--- src/rtl/pipelined_cla_adder_if.sv ---
// Stream interface for pipelined_cla_adder.
//   Input side : in_valid/in_ready handshake carrying in_a, in_b, in_cin, in_sub.
//   Output side: out_valid/out_ready handshake carrying out_sum, out_cout, out_ovf.
//   master - the producer of operands and consumer of results (e.g. a testbench).
//   slave  - the adder itself.
interface pipelined_cla_adder_if #(
  parameter int unsigned WIDTH = 16
);
  logic             in_valid;
  logic             in_ready;
  logic [WIDTH-1:0] in_a;
  logic [WIDTH-1:0] in_b;
  logic             in_cin;
  logic             in_sub;
  logic             out_valid;
  logic             out_ready;
  logic [WIDTH-1:0] out_sum;
  logic             out_cout;
  logic             out_ovf;

  modport master (
    output in_valid, in_a, in_b, in_cin, in_sub, out_ready,
    input  in_ready, out_valid, out_sum, out_cout, out_ovf
  );

  modport slave (
    input  in_valid, in_a, in_b, in_cin, in_sub, out_ready,
    output in_ready, out_valid, out_sum, out_cout, out_ovf
  );
endinterface

--- src/rtl/pipelined_cla_adder.sv ---
// Pipelined carry-lookahead adder/subtractor.
// WIDTH is split into NGRP = WIDTH/GROUP lookahead groups; stage k resolves
// group k and registers its sum, its carry-out, the remaining operand bits and
// the lower sums already produced. Latency NGRP cycles, throughput 1 beat/cycle.
// Ports:
//   clk  - clock, all state on the rising edge
//   rst  - synchronous active-high reset; flushes every in-flight beat
//   bus  - slave side of pipelined_cla_adder_if:
//          in_valid/in_ready/in_a/in_b/in_cin/in_sub  operand stream
//          out_valid/out_ready/out_sum/out_cout/out_ovf result stream
//          in_sub=1 computes A - B - cin; out_cout=1 then means no borrow.
module pipelined_cla_adder #(
  parameter int unsigned WIDTH = 16,
  parameter int unsigned GROUP = 4
) (
  input logic                 clk,
  input logic                 rst,
  pipelined_cla_adder_if.slave bus
);

  localparam int unsigned NGRP = WIDTH / GROUP;

  if (GROUP == 0 || GROUP > 8 || (WIDTH % GROUP) != 0) begin : g_param_check
    $error("pipelined_cla_adder: WIDTH=%0d must be a multiple of GROUP=%0d, GROUP in 1..8",
           WIDTH, GROUP);
  end

  logic [WIDTH-1:0] a_q   [NGRP];
  logic [WIDTH-1:0] a_d   [NGRP];
  logic [WIDTH-1:0] b_q   [NGRP];
  logic [WIDTH-1:0] b_d   [NGRP];
  logic [WIDTH-1:0] sum_q [NGRP];
  logic [WIDTH-1:0] sum_d [NGRP];
  logic [NGRP-1:0]  carry_q, carry_d;
  logic [NGRP-1:0]  valid_q, valid_d;
  logic             ovf_q, ovf_d;
  logic             adv;
  logic             unused_ops;

  // Every carry of the group is expanded from g/p/cin directly, so no carry
  // depends on a neighbouring carry inside the group.
  function automatic logic [GROUP:0] cla_carries(input logic [GROUP-1:0] g,
                                                 input logic [GROUP-1:0] p,
                                                 input logic             cin);
    logic [GROUP:0] c;
    logic           t;
    c    = '0;
    c[0] = cin;
    for (int unsigned i = 0; i < GROUP; i++) begin
      t = cin;
      for (int unsigned j = 0; j <= i; j++) t = t & p[j];
      c[i+1] = t;
      for (int unsigned j = 0; j <= i; j++) begin
        t = g[j];
        for (int unsigned m = j + 1; m <= i; m++) t = t & p[m];
        c[i+1] = c[i+1] | t;
      end
    end
    return c;
  endfunction

  assign adv = !valid_q[NGRP-1] || bus.out_ready;

  always_comb begin
    logic [WIDTH-1:0] a_in [NGRP];
    logic [WIDTH-1:0] b_in [NGRP];
    logic [WIDTH-1:0] s_in [NGRP];
    logic [NGRP-1:0]  c_in;
    logic [GROUP-1:0] ga, gb;
    logic [GROUP:0]   gc;

    // Stage 0 takes the prepared operands; stage k takes stage k-1's registers.
    a_in[0] = bus.in_a;
    b_in[0] = bus.in_sub ? ~bus.in_b : bus.in_b;
    s_in[0] = '0;
    c_in    = '0;
    c_in[0] = bus.in_sub ? ~bus.in_cin : bus.in_cin;
    valid_d    = '0;
    valid_d[0] = bus.in_valid;
    for (int unsigned k = 1; k < NGRP; k++) begin
      a_in[k]    = a_q[k-1];
      b_in[k]    = b_q[k-1];
      s_in[k]    = sum_q[k-1];
      c_in[k]    = carry_q[k-1];
      valid_d[k] = valid_q[k-1];
    end

    carry_d = '0;
    gc      = '0;
    for (int unsigned k = 0; k < NGRP; k++) begin
      ga         = a_in[k][k*GROUP +: GROUP];
      gb         = b_in[k][k*GROUP +: GROUP];
      gc         = cla_carries(ga & gb, ga ^ gb, c_in[k]);
      a_d[k]     = a_in[k];
      b_d[k]     = b_in[k];
      sum_d[k]   = s_in[k];
      sum_d[k][k*GROUP +: GROUP] = (ga ^ gb) ^ gc[GROUP-1:0];
      carry_d[k] = gc[GROUP];
    end
    // gc still holds the last group's carries: c_WIDTH ^ c_(WIDTH-1).
    ovf_d = gc[GROUP] ^ gc[GROUP-1];
  end

  always_ff @(posedge clk) begin
    if (rst) begin
      for (int unsigned k = 0; k < NGRP; k++) begin
        a_q[k]   <= '0;
        b_q[k]   <= '0;
        sum_q[k] <= '0;
      end
      carry_q <= '0;
      valid_q <= '0;
      ovf_q   <= 1'b0;
    end else if (adv) begin
      for (int unsigned k = 0; k < NGRP; k++) begin
        a_q[k]   <= a_d[k];
        b_q[k]   <= b_d[k];
        sum_q[k] <= sum_d[k];
      end
      carry_q <= carry_d;
      valid_q <= valid_d;
      ovf_q   <= ovf_d;
    end
  end

  // Last stage's operand copies have no consumer.
  assign unused_ops = ^{a_q[NGRP-1], b_q[NGRP-1]};

  assign bus.in_ready  = adv;
  assign bus.out_valid = valid_q[NGRP-1];
  assign bus.out_sum   = sum_q[NGRP-1];
  assign bus.out_cout  = carry_q[NGRP-1];
  assign bus.out_ovf   = ovf_q;

endmodule

--- src/flat_wrapper.sv ---
// flat-port wrapper written by rule: the top's interface ports become plain ports
module pipelined_cla_adder_flat 
#(
  parameter int unsigned WIDTH = 16,
  parameter int unsigned GROUP = 4
)
  (clk, rst, bus_in_valid, bus_in_a, bus_in_b, bus_in_cin, bus_in_sub, bus_out_ready, bus_in_ready, bus_out_valid, bus_out_sum, bus_out_cout, bus_out_ovf);
  pipelined_cla_adder_if #(.WIDTH(WIDTH)) bus_i ();
  input logic clk;
  input logic rst;
  input wire logic [$bits(bus_i.in_valid)-1:0] bus_in_valid;
  input wire logic [$bits(bus_i.in_a)-1:0] bus_in_a;
  input wire logic [$bits(bus_i.in_b)-1:0] bus_in_b;
  input wire logic [$bits(bus_i.in_cin)-1:0] bus_in_cin;
  input wire logic [$bits(bus_i.in_sub)-1:0] bus_in_sub;
  input wire logic [$bits(bus_i.out_ready)-1:0] bus_out_ready;
  output wire logic [$bits(bus_i.in_ready)-1:0] bus_in_ready;
  output wire logic [$bits(bus_i.out_valid)-1:0] bus_out_valid;
  output wire logic [$bits(bus_i.out_sum)-1:0] bus_out_sum;
  output wire logic [$bits(bus_i.out_cout)-1:0] bus_out_cout;
  output wire logic [$bits(bus_i.out_ovf)-1:0] bus_out_ovf;
  assign bus_i.in_valid = bus_in_valid;
  assign bus_i.in_a = bus_in_a;
  assign bus_i.in_b = bus_in_b;
  assign bus_i.in_cin = bus_in_cin;
  assign bus_i.in_sub = bus_in_sub;
  assign bus_i.out_ready = bus_out_ready;
  assign bus_in_ready = bus_i.in_ready;
  assign bus_out_valid = bus_i.out_valid;
  assign bus_out_sum = bus_i.out_sum;
  assign bus_out_cout = bus_i.out_cout;
  assign bus_out_ovf = bus_i.out_ovf;
  pipelined_cla_adder #(.WIDTH(WIDTH), .GROUP(GROUP)) u_core (.clk(clk), .rst(rst), .bus(bus_i));
endmodule
--- config.mk ---
export PLATFORM = sky130hd
export DESIGN_NAME = pipelined_cla_adder_flat
export DESIGN_NICKNAME = d
export VERILOG_FILES = /design/src/rtl/pipelined_cla_adder_if.sv /design/src/rtl/pipelined_cla_adder.sv /design/src/flat_wrapper.sv
export SDC_FILE = /design/constraint.sdc
export NUM_CORES = 1
export LEC_CHECK = 0
export CORE_UTILIZATION = 33
export DETAILED_ROUTE_END_ITERATION = 12
export PLACE_DENSITY = 0.62
export SYNTH_ARGS = -nofsm -noshare
export SYNTH_HDL_FRONTEND = slang
export SYNTH_SLANG_ARGS = --single-unit
--- constraint.sdc ---
create_clock -name clk -period 8.1 [get_ports clk]
set_input_delay 1.215 -clock clk [delete_from_list [all_inputs] [get_ports clk]]
set_output_delay 1.215 -clock clk [all_outputs]
set_load 0.05 [all_outputs]
---- Yosys cells after proc, flatten, opt, wreduce, memory -nomap -nowiden ----
Memory sizes are Yosys's and may differ from the RTL's.
Index checks and enable logic that the tools add are counted.
operators by class
  reductions and logical operators ........ 2
  bitwise gates (word level) .............. 107
  muxes and demuxes ....................... 19
operator list
  cell                number
  two-way mux 16 bit  13
  bitwise OR 1 bit    52
  bitwise AND 1 bit   40
  XOR 4 bit           8
  bitwise AND 4 bit   4
  inverter 16 bit     1
  two-way mux 1 bit   6
  zero test 1 bit     1
  logical OR 1 bit    1
  inverter 1 bit      1
  XOR 1 bit           1
word-level totals
  memories ................................ 3
  flip-flop bits (word level) ............. 9
  RAM bits ................................ 192
  input bits .............................. 38
memory list
  name          words  bits a word  read ports  clocked after Yosys merged registers in  write ports  RTL line                   RTL
  u_core.a_q    4      16           3           0                                        4            pipelined_cla_adder.sv:28  logic [WIDTH-1:0] a_q [NGRP];
  u_core.b_q    4      16           3           0                                        4            pipelined_cla_adder.sv:30  logic [WIDTH-1:0] b_q [NGRP];
  u_core.sum_q  4      16           4           0                                        4            pipelined_cla_adder.sv:32  logic [WIDTH-1:0] sum_q [NGRP];

---- Longest topological paths before layout ----
Gate-level depths: netlist of the first run.
  word-level depth ........................ 11
  depth in mapped cells ................... 7

---- Least setup slack after synthesis of the first run ----
No wires, ideal clock.
  path kind ............................... in2reg
  from .................................... input rst
  to ...................................... memory u_core.a_q[0][10] (enable)
  data arrival time ....................... 3861 ps
  setup slack ............................. 3778 ps
  library setup time ...................... 461 ps
  required time ........................... 7639 ps
  cell stages on the path ................. 3
  path through ............................ buf_2 > clkbuf_1 > nand2b_1
RTL lines
  element      RTL line                   RTL
  from (decl)  flat_wrapper.sv:10         input logic rst;
  to (decl)    pipelined_cla_adder.sv:28

---- Worst setup path in the final report of the first run ----
  from .................................... input bus_out_ready
  to ...................................... output bus_in_ready
between the ends
  word-level cells in the longest chain between the ends .. 1
ends and longest elaborated chain
  element           RTL line                   RTL
  from (decl)       flat_wrapper.sv:16         input wire logic [$bits(bus_i.out_ready)-1:0] bus_out_ready;
  logical OR 1 bit  pipelined_cla_adder.sv:62  assign adv = !valid_q[NGRP-1] || bus.out_ready;
  to (decl)         flat_wrapper.sv:17         output wire logic [$bits(bus_i.in_ready)-1:0] bus_in_ready;
Every way passes these cells.

==> run metrics, run 1 <==
Power Density 216 mW/mm^2; Synth Area in Adders 0.0759; fraction of layout cells with a size suffix above 1 0.0726; Fin. Hold Viols 0; die area 0.0137 mm^2; post-synthesis mux area share 0.00776; worst min path class flop to flop; H-tree levels 3; Gate Count Post-Synth 313; Post-Route WL 6790 um; Clock Sinks 97; top_reg_cell synth edfxtp_1; xor/xnor share of the synthesized area 0.0423; Die Y 117 um; DRC Markers 0; via count 2340; crit path DAT 3.02 ns; Fill cells 1206; Final Cycle Share 0.523; critical path's slowest cell clkdlybuf4s50_1; Starting Density 0.342; Slew Viols, Final 0; clock tree buffer depth 2; Critical Path Max Stage Delay 0.74 ns; area grow syn2layout 23.7%; wire per inst 12.5 um; Synthesized Nets 375; Synth Warn # 0; main combinational cell family by area after synthesis simple AND/OR/NAND/NOR gates; unrepaired setup endpoints after global routing no; die width 117 um; maximum clock frequency 236 MHz; Post-CTS Setup Repair Bufs 0; CTS Buf Count 9; core area 0.0127 mm^2; post-CTS sizing 0; Syn Area/Cell 13.9 um^2; setup_tns 0 ns; detailed placement HPWL 4340 um; final RePlAce weighted congestion 0.718; required time worst endpoint 6.88 ns; Seq/Total Area, Yosys 0.648; Final setup viols 0; worst setup path class input port to primary output; Final min period 4.24 ns; DR iter-0 viols 106; Root Driver clkbuf_16; hold buffers post-CTS 0; CP endpoint kind primary output; chain of cells forming the critical path clkdlybuf4s50_1, nor2b_4, inv_4, clkdlybuf4s50_1; cell area after synthesis 0.00435 mm^2; simple-gate share of the synthesized area 0.160; LEAKAGE 2.19 nW; Bufs and invs on worst path 3; Via density 4.30; Antenna diodes 0; Async SR Flop Fraction 0; status finished clean; vias in the first global route 2246; Max VDD drop 0.000110 V; number of synthesized flops with an enable pin 88; CTS tree yes; Unique masters post-synth 33; CP dominant cell by count clkdlybuf4s50_1; initial antenna violation count 0; max_cap viols 0; CTS clk-pin slew, worst paths 0.06 ns; first-pass GRT wire length 10800 um; Top-Level Pins 58; first drt pass iteration count 4; max_slew headroom 0.238; Fin Clk Skew 0.00476 ns; Congestion Overflow GR 0; Final #Nets 429; Synth Register Bits 97; GRT Util Overall 0.105; crit-path max FO 19; pin count of the biggest net entering global routing 89; post-route ant nets 0; # rows 41; startpoint types input port; Worst-Margin Slew 1.14 ns; Synth Area in Compound Gates 0.0425; Worst-Skew Late Latency 0.33 ns; Top delay family on crit path buffers and inverters; IO buf count 57; Final Total Pwr 1.16 mW
==> logic make-up after synthesis <==
kind of cell               Yosys count
AOI/OAI and AO/OA                   26
and+or+nand+nor                    123
adders and majority gates           24
DFF                                 97
xor gates and xnor gates            21
buffers and inverters               19
muxes                                3
==> through the flow <==
stage / hold WS [ns] / cells / instance area [um^2] / util / worst slack [ns]
detailed placement: 0.451 / 528 / 5070 / 0.398 / 3.87
global placement: 0.439 / 528 / 5070 / 0.398 / 3.89
finish: 0.460 / 544 / 5380 / 0.423 / 3.86
global route: 0.483 / 544 / 5380 / 0.423 / 3.76
floorplan: 0.432 / 313 / 4350 / - / 3.78
CTS: 0.460 / 544 / 5380 / 0.423 / 3.86
==> report_power, final <==
part,switching [mW],total [mW],internal [mW]
Sequential,0.0102,0.592,0.582
Combinational,0.0603,0.119,0.0585
Clock,0.171,0.450,0.279
Total,0.241,1.16,0.920
==> tightest hold or removal path: cells and delay by family (launching register included) <==
kind	cells	cell delay, ns
compound gates	1	0.05
simple gates	1	0.05
flops	1	0.31
==> state kept, by name (all words and copies together), names as in the netlist <==
signal              cells
u_core.sum_q           40
u_core.a_q             24
u_core.b_q             24
u_core.carry_q          4
u_core.valid_q          4
u_core.bus.out_ovf      1
==> cell usage in the layout (no fill, tap or decap), drive strengths merged, types with 2 or more instances in the layout <==
master,count
o211ai,3
a21oi,4
nor3b,3
nor3,13
clkbuf,13
o21a,9
nand2b,2
or2,6
o21ai,3
a211oi,3
fa,4
edfxtp,88
xnor2,15
ha,20
clkdlybuf4s50,57
mux2,3
dfxtp,9
nand2,6
nor4,2
and2,63
nor2,27
inv,5
xor2,6
bufinv,2
==> area by class of cell <==
class	count	area [um^2]	area share
flip-flops and latches	97	2820	0.524
repair buffers	57	571	0.106
inverters	5	21.3	0.00395
clock buffers	13	250	0.0465
clock inverters	3	65.1	0.0121
well taps	172	215	0.0400
multi-input cells	197	1440	0.267
==> cells in the mapped netlist, types with 2 or more instances <==
| cell type | number | area, um^2 |
|---|---|---|
| nor3_1 | 13 | 65.1 |
| xnor2_1 | 15 | 131 |
| mux2_2 | 3 | 33.8 |
| o211ai_1 | 3 | 22.5 |
| nor4_1 | 2 | 12.5 |
| dfxtp_1 | 9 | 180 |
| clkbuf_1 | 7 | 26.3 |
| buf_4 | 2 | 15.0 |
| buf_6 | 2 | 22.5 |
| and2_1 | 63 | 394 |
| fa_1 | 4 | 80.1 |
| a211oi_1 | 3 | 22.5 |
| nor2_1 | 26 | 97.6 |
| buf_2 | 3 | 15.0 |
| o21ai_0 | 3 | 15.0 |
| nand2_1 | 6 | 22.5 |
| ha_1 | 20 | 250 |
| xor2_1 | 6 | 52.6 |
| inv_1 | 4 | 15.0 |
| a21oi_1 | 4 | 20.0 |
| o21a_1 | 9 | 67.6 |
| or2_2 | 6 | 37.5 |
| nor3b_1 | 3 | 22.5 |
| edfxtp_1 | 88 | 2640 |
==> final timing paths <==
kind                          start                 to  slack [ns]  depth (start not counted)
setup / recovery      bus_out_ready       bus_in_ready        3.86                          4
setup reg to reg  u_core.valid_q[3]  u_core.b_q[0][14]        6.02                          2
hold / removal    u_core.valid_q[0]  u_core.valid_q[0]        0.46                          2
hold reg to reg   u_core.valid_q[0]  u_core.valid_q[0]        0.46                          2
==> layer usage <==
| layer | vias to the layer above | global-route usage | share of wire |
|---|---|---|---|
| met5 | - | 0 | 0 |
| met4 | 0 | 0.0456 | 0.015 |
| met2 | 48 | 0.168 | 0.46 |
| met1 | 1082 | 0.136 | 0.48 |
| met3 | 8 | 0.0263 | 0.040 |
| li1 | 1202 | - | - |
No activity file was read; power rests on OpenSTA's default activity.
==> run 2, diff against run 1 <==
==> constraint.sdc (replaced) <==
create_clock -name clk -period 4.06 [get_ports clk]
set_input_delay 0.609 -clock clk [delete_from_list [all_inputs] [get_ports clk]]
set_output_delay 0.609 -clock clk [all_outputs]
set_load 0.05 [all_outputs]
==> run 2 against run 1 <==
  * Cell count increased by 0.55%
  * Worst setup slack got worse by 2.8 ns
  * Clock-buffer cell count decreased by 3
  * Worst hold slack got worse by 0.0050 ns
  * Design area increased by 1.0%
  * Critical path depth unchanged
  * First-iteration DRC count increased by 1.9%
  * Clock power increased by 110%
  * Global-route usage decreased by 0.25 points
  * Combinational power increased by 100%
  * Power increased by 100%
  * Critical endpoint unchanged
  * Largest cell class unchanged
  * Largest power group unchanged
  * Highest routed layer unchanged
==> run metrics, run 2 (synthesis gave the netlist of run 1 again) <==
status finished clean (unchanged); P_int 1.88 mW (was 920 uW); CTS tree yes (unchanged); GRT Util Overall 0.103 (was 0.105); detailed placement HPWL 4550 um (was 4340 um); LEAKAGE 2.22 nW (was 2.19 nW); Final min period 3.02 ns; # rows 41 (unchanged); CTS clk-pin slew, worst paths 0.06 ns (about the same); Power Density 434 mW/mm^2 (was 216 mW/mm^2); Die Y 117 um (unchanged); maximum clock frequency 331 MHz; switching power 480 uW (was 241 uW); Final Cycle Share 0.744; pin count of the biggest net entering global routing 48 (was 89); Root Driver clkbuf_16 (unchanged); IO buf count 57 (unchanged); first drt pass iteration count 6 (was 4); clock tree buffer depth 2 (unchanged); startpoint types input port (unchanged); final RePlAce weighted congestion 0.725 (was 0.718); Slew Viols, Final 0 (unchanged); via count 2327 (was 2340); DRC Markers 0 (unchanged); Antenna diodes 0 (unchanged); largest registers u_core.sum_q: 40 flops, u_core.a_q: 24 flops, u_core.b_q: 24 flops (unchanged); post-route ant nets 0 (unchanged); vias in the first global route 2249 (was 2246); Starting Density 0.342 (unchanged); required time worst endpoint 3.45 ns (was 6.88 ns); Post-CTS Setup Repair Bufs 0 (unchanged); crit-path max FO 19 (unchanged); switch share 0.204 (was 0.208); worst min path class flop to flop (unchanged); max FFs per register 40 (unchanged); initial antenna violation count 0 (unchanged); max_slew headroom 0.531 (was 0.238); Fin Clk Skew 0.00738 ns (was 0.00476 ns); Clock Sinks 97 (unchanged); post-CTS sizing 0 (unchanged); Worst-Margin Slew 0.702 ns (was 1.14 ns); fraction of layout cells with a size suffix above 1 0.0853 (was 0.0726); CTS Buf Count 9 (unchanged); area grow syn2layout 24.9% (was 23.7%); Final #Nets 432 (was 429); setup_tns 0 ns (unchanged); Post-Route WL 6540 um (was 6790 um); unrepaired setup endpoints after global routing no (unchanged); setup ws final 1.04 ns (was 3.86 ns); max_cap viols 0 (unchanged); Top-Level Pins 58 (unchanged); CP endpoint kind primary output (unchanged); H-tree levels 3 (unchanged); most frequent cells in the layout 88 x edfxtp_1, 63 x and2_1, 57 x clkdlybuf4s50_1 (unchanged); Via density 4.25 (was 4.30); DR iter-0 viols 108 (was 106); combinational group share of total power 0.101 (was 0.102); Worst-Skew Late Latency 0.33 ns (about the same); Max VDD drop 0.000220 V (was 0.000110 V); Final setup viols 0 (unchanged); most flop-heavy register u_core.sum_q (unchanged); die width 117 um (unchanged); pre-CTS setup slack 0.855 ns (was 3.87 ns); core area 0.0127 mm^2 (unchanged); most common cell after layout, fill and taps aside edfxtp_1 (unchanged); hold buffers post-CTS 0 (unchanged); die area 0.0137 mm^2 (unchanged); wire per inst 12.0 um (was 12.5 um); worst setup path class input port to primary output (unchanged); crit path DAT 2.41 ns (was 3.02 ns); Fin. Hold Viols 0 (unchanged); sequential share of power 0.500 (was 0.510); Congestion Overflow GR 0 (unchanged); first-pass GRT wire length 10600 um (was 10800 um); clock network fraction of design power 0.399 (was 0.388)
-- run 2: cell types whose count changed in the layout (fill, tap and decap cells not counted) --
cell / previous run / this run
clkinvlp_4: 0 / 1
buf_4: 0 / 2
bufinv_16: 2 / 3
clkbuf_8: 1 / 0
buf_12: 0 / 1
clkinv_2: 1 / 2
clkbuf_1: 3 / 1
-- run 2: worst paths after layout --
path / slack [ns] / cells after the start / start / end
setup / recovery: 1.04 / 4 / bus_out_ready / bus_in_ready
hold / removal: 0.46 / 2 / u_core.valid_q[0] / u_core.valid_q[0]
setup reg to reg: 2.12 / 5 / u_core.b_q[0][4] / u_core.sum_q[0][23]
hold reg to reg: 0.46 / 2 / u_core.valid_q[0] / u_core.valid_q[0]
-- run 2: per-layer routing --
layer,wire [um],global-route usage,share of wire,up-vias
met5,0,0,0,-
met2,3000,0.162,0.46,54
met3,302,0.0257,0.046,4
met4,78,0.0430,0.012,0
met1,3160,0.136,0.48,1056
li1,-,-,-,1213
-- run 2: layout make-up --
cell class / count / area (um^2)
clock buffers: 10 / 229
clock inverters: 6 / 108
fillers: 1210 / 7280
inverters: 5 / 21.3
multi-input cells: 197 / 1440
flip-flops and latches: 97 / 2820
well taps: 172 / 215
repair buffers: 60 / 606
-- run 2: stage by stage --
stage          instance area (um^2)  utilization  std cells  hold slack [ns]  total power, mW
2_1_floorplan                  4350            -        313            0.432             1.36
3_3_place_gp                   5100        0.401        531            0.438             1.44
3_5_place_dp                   5100        0.401        531            0.449             1.44
4_1_cts                        5440        0.428        547            0.459             2.38
5_1_grt                        5440        0.428        547            0.480             2.45
6_report                       5440        0.428        547            0.455             2.36
-- run 2: power groups by stage --
stage	Combinational [mW]	Sequential (mW)	Clock, mW
final	0.238	1.18	0.941
after global routing	0.265	1.19	0.997
after CTS	0.243	1.18	0.960
after detailed placement	0.242	1.20	0
after global placement	0.237	1.20	0
after floorplan	0.126	1.23	0
-- run 2: critical path, stage by stage --
cell	delay, ns
clkdlybuf4s50_1	0.45
nor2b_4	0.47
inv_4	0.14
clkdlybuf4s50_1	0.74
==> run 3, diff against run 2 <==
==> constraint.sdc (replaced) <==
create_clock -name clk -period 3.05 [get_ports clk]
set_input_delay 0.4575 -clock clk [delete_from_list [all_inputs] [get_ports clk]]
set_output_delay 0.4575 -clock clk [all_outputs]
set_load 0.05 [all_outputs]
==> run 3 against run 2 <==
  * Routed wire length is 6.1% higher
  * Register-to-register slack worse by 1.0 ns
  * Worst hold slack got worse by 0.0023 ns
  * Global-route usage increased by 0.50 points
  * Design area increased by 0.16%
  * Largest power group unchanged
  * Worst setup slack lost 0.42 ns
  * Critical path depth stayed put
  * Sequential cell count is the same
  * Clock skew up 0.0011 ns
  * First-iteration DRC count rose by 15%
==> run metrics, run 3 (synthesis gave the netlist of run 1 again) <==
Post-Route WL 6940 um (was 6540 um); CTS clk-pin slew, worst paths 0.06 ns (about the same); chain of cells forming the critical path clkdlybuf4s50_1, nor2b_4, inv_4, clkdlybuf4s50_1 (unchanged); hold buffers post-CTS 0 (unchanged); Worst-Margin Slew 1.05 ns (was 0.702 ns); detailed placement HPWL 4650 um (was 4550 um); Final setup viols 0 (unchanged); Final min period 2.43 ns; Final #Nets 435 (was 432); max FFs per register 40 (unchanged); GRT Util Overall 0.108 (was 0.103); via count 2382 (was 2327); IO buf count 57 (unchanged); most flop-heavy register u_core.sum_q (unchanged); Top delay family on crit path buffers and inverters (unchanged); Via density 4.32 (was 4.25); worst min path class flop to flop (unchanged); crit-path max FO 10 (was 19); dpl cells 534 (was 531); first drt pass iteration count 4 (was 6); critical path's slowest cell clkdlybuf4s50_1 (unchanged); Critical path origin bus_out_ready (unchanged); Final Cycle Share 0.795; core area 0.0127 mm^2 (unchanged); Worst setup endpoint bus_in_ready (unchanged); Area after DPL 0.00512 mm^2 (was 0.00510 mm^2); Top-Level Pins 58 (unchanged); CTS tree yes (unchanged); Post-CTS Setup Repair Bufs 0 (unchanged); post-route insts no fill 551 (was 547); Clock Sinks 97 (unchanged); Power Density 567 mW/mm^2 (was 434 mW/mm^2); final RePlAce weighted congestion 0.770 (was 0.725); Slew Viols, Final 0 (unchanged); Max VDD drop 0.000295 V (was 0.000220 V); unrepaired setup endpoints after global routing no (unchanged); Bufs and invs on worst path 3 (unchanged); CTS Buf Count 9 (unchanged); status finished clean (unchanged); die width 117 um (unchanged); maximum clock frequency 412 MHz; post-route ant nets 0 (unchanged); post-CTS sizing 0 (unchanged); crit path DAT 1.97 ns (was 2.41 ns); Reg-to-Reg End u_core.sum_q[0][43] (was u_core.sum_q[0][23]); setup ws final 0.624 ns (was 1.04 ns); DRC Markers 0 (unchanged); pre-CTS setup slack 0.419 ns (was 0.855 ns); Fin Clk Skew 0.00851 ns (was 0.00738 ns); Starting Density 0.342 (unchanged); largest registers u_core.sum_q: 40 flops, u_core.a_q: 24 flops, u_core.b_q: 24 flops (unchanged); # rows 41 (unchanged); R2R setup slack 1.09 ns (was 2.12 ns); initial antenna violation count 1 (was 0); Reg2Reg Launch Point u_core.b_q[0][24] (was u_core.b_q[0][4]); pin count of the biggest net entering global routing 64 (was 48); max_cap viols 0 (unchanged); most frequent cells in the layout 88 x edfxtp_1, 63 x and2_1, 57 x clkdlybuf4s50_1 (unchanged); WHS 0.453 ns (was 0.455 ns); Root Driver clkbuf_16 (unchanged); setup_tns 0 ns (unchanged); Congestion Overflow GR 0 (unchanged); required time worst endpoint 2.59 ns (was 3.45 ns); CP endpoint kind primary output (unchanged); startpoint types input port (unchanged); cell depth of the worst setup path 4 (unchanged); Worst-Skew Late Latency 0.34 ns (was 0.33 ns); LEAKAGE 2.22 nW (about the same); Critical Path Max Stage Delay 0.82 ns (was 0.74 ns); vias in the first global route 2289 (was 2249); H-tree levels 3 (unchanged); Fill cells 1222 (was 1210); most common cell after layout, fill and taps aside edfxtp_1 (unchanged); fraction of layout cells with a size suffix above 1 0.0952 (was 0.0853); wire per inst 12.6 um (was 12.0 um); first-pass GRT wire length 10900 um (was 10600 um); area grow syn2layout 25.2% (was 24.9%); max_slew headroom 0.299 (was 0.531); Die Y 117 um (unchanged); CP dominant cell by count clkdlybuf4s50_1 (unchanged); Layout Cell Area excl Fill 0.00545 mm^2 (was 0.00544 mm^2); die area 0.0137 mm^2 (unchanged); reg2reg path depth 5 (unchanged); clock tree buffer depth 2 (unchanged); DR iter-0 viols 124 (was 108); worst setup path class input port to primary output (unchanged); Fin. Hold Viols 0 (unchanged)
run 3: changes by cell type in the layout (fill, tap and decap cells not counted), sizes merged:
cell	before	now
clkinv	2	4
clkbuf	10	9
diode	0	1
buf	3	6
bufinv	3	2
run 3: layout make-up:
type / count / area, um^2 / share of cell area
repair buffers: 63 / 628 / 0.115
flip-flops and latches: 97 / 2820 / 0.518
diodes: 1 / 2.50 / 0.000459
clock inverters: 7 / 95.1 / 0.0175
clock buffers: 9 / 225 / 0.0413
multi-input cells: 197 / 1440 / 0.264
inverters: 5 / 21.3 / 0.00390
well taps: 172 / 215 / 0.0395
run 3: through the flow:
stage                util  power [mW]
floorplan               -        1.81
global placement    0.403        1.91
detailed placement  0.403        1.92
CTS                 0.428        3.13
global route        0.428        3.20
finish              0.428        3.09
run 3: power by group:
group          switching, mW  total, mW  internal [mW]  leakage (nW)
combinational          0.161      0.321          0.159         0.951
clock                  0.478       1.20          0.718         0.155
sequential            0.0252       1.57           1.55          1.12
run 3: per-layer routing:
metal,vias up,share of wire,track usage
li1,1218,-,-
met1,1101,0.48,0.134
met2,54,0.45,0.172
met3,9,0.053,0.0324
met4,0,0.020,0.0532
met5,-,0,0
run 3: worst min path at each step:
| stage | from | end | slack [ns] | depth (start not counted) |
|---|---|---|---|---|
| global route | u_core.valid_q[2] | u_core.valid_q[2] | 0.47 | 2 |
| floorplan | u_core.valid_q[0] | u_core.valid_q[0] | 0.43 | 2 |
| finish | u_core.valid_q[2] | u_core.valid_q[2] | 0.45 | 2 |
| detailed placement | u_core.valid_q[2] | u_core.valid_q[2] | 0.44 | 2 |
| CTS | u_core.valid_q[2] | u_core.valid_q[2] | 0.45 | 2 |
| global placement | u_core.valid_q[1] | u_core.valid_q[1] | 0.44 | 2 |
run 3: worst min-delay path: stages, from the launching register on:
cell and delay [ns]:
dfxtp_1 0.31, nand2_1 0.05, a21oi_1 0.05
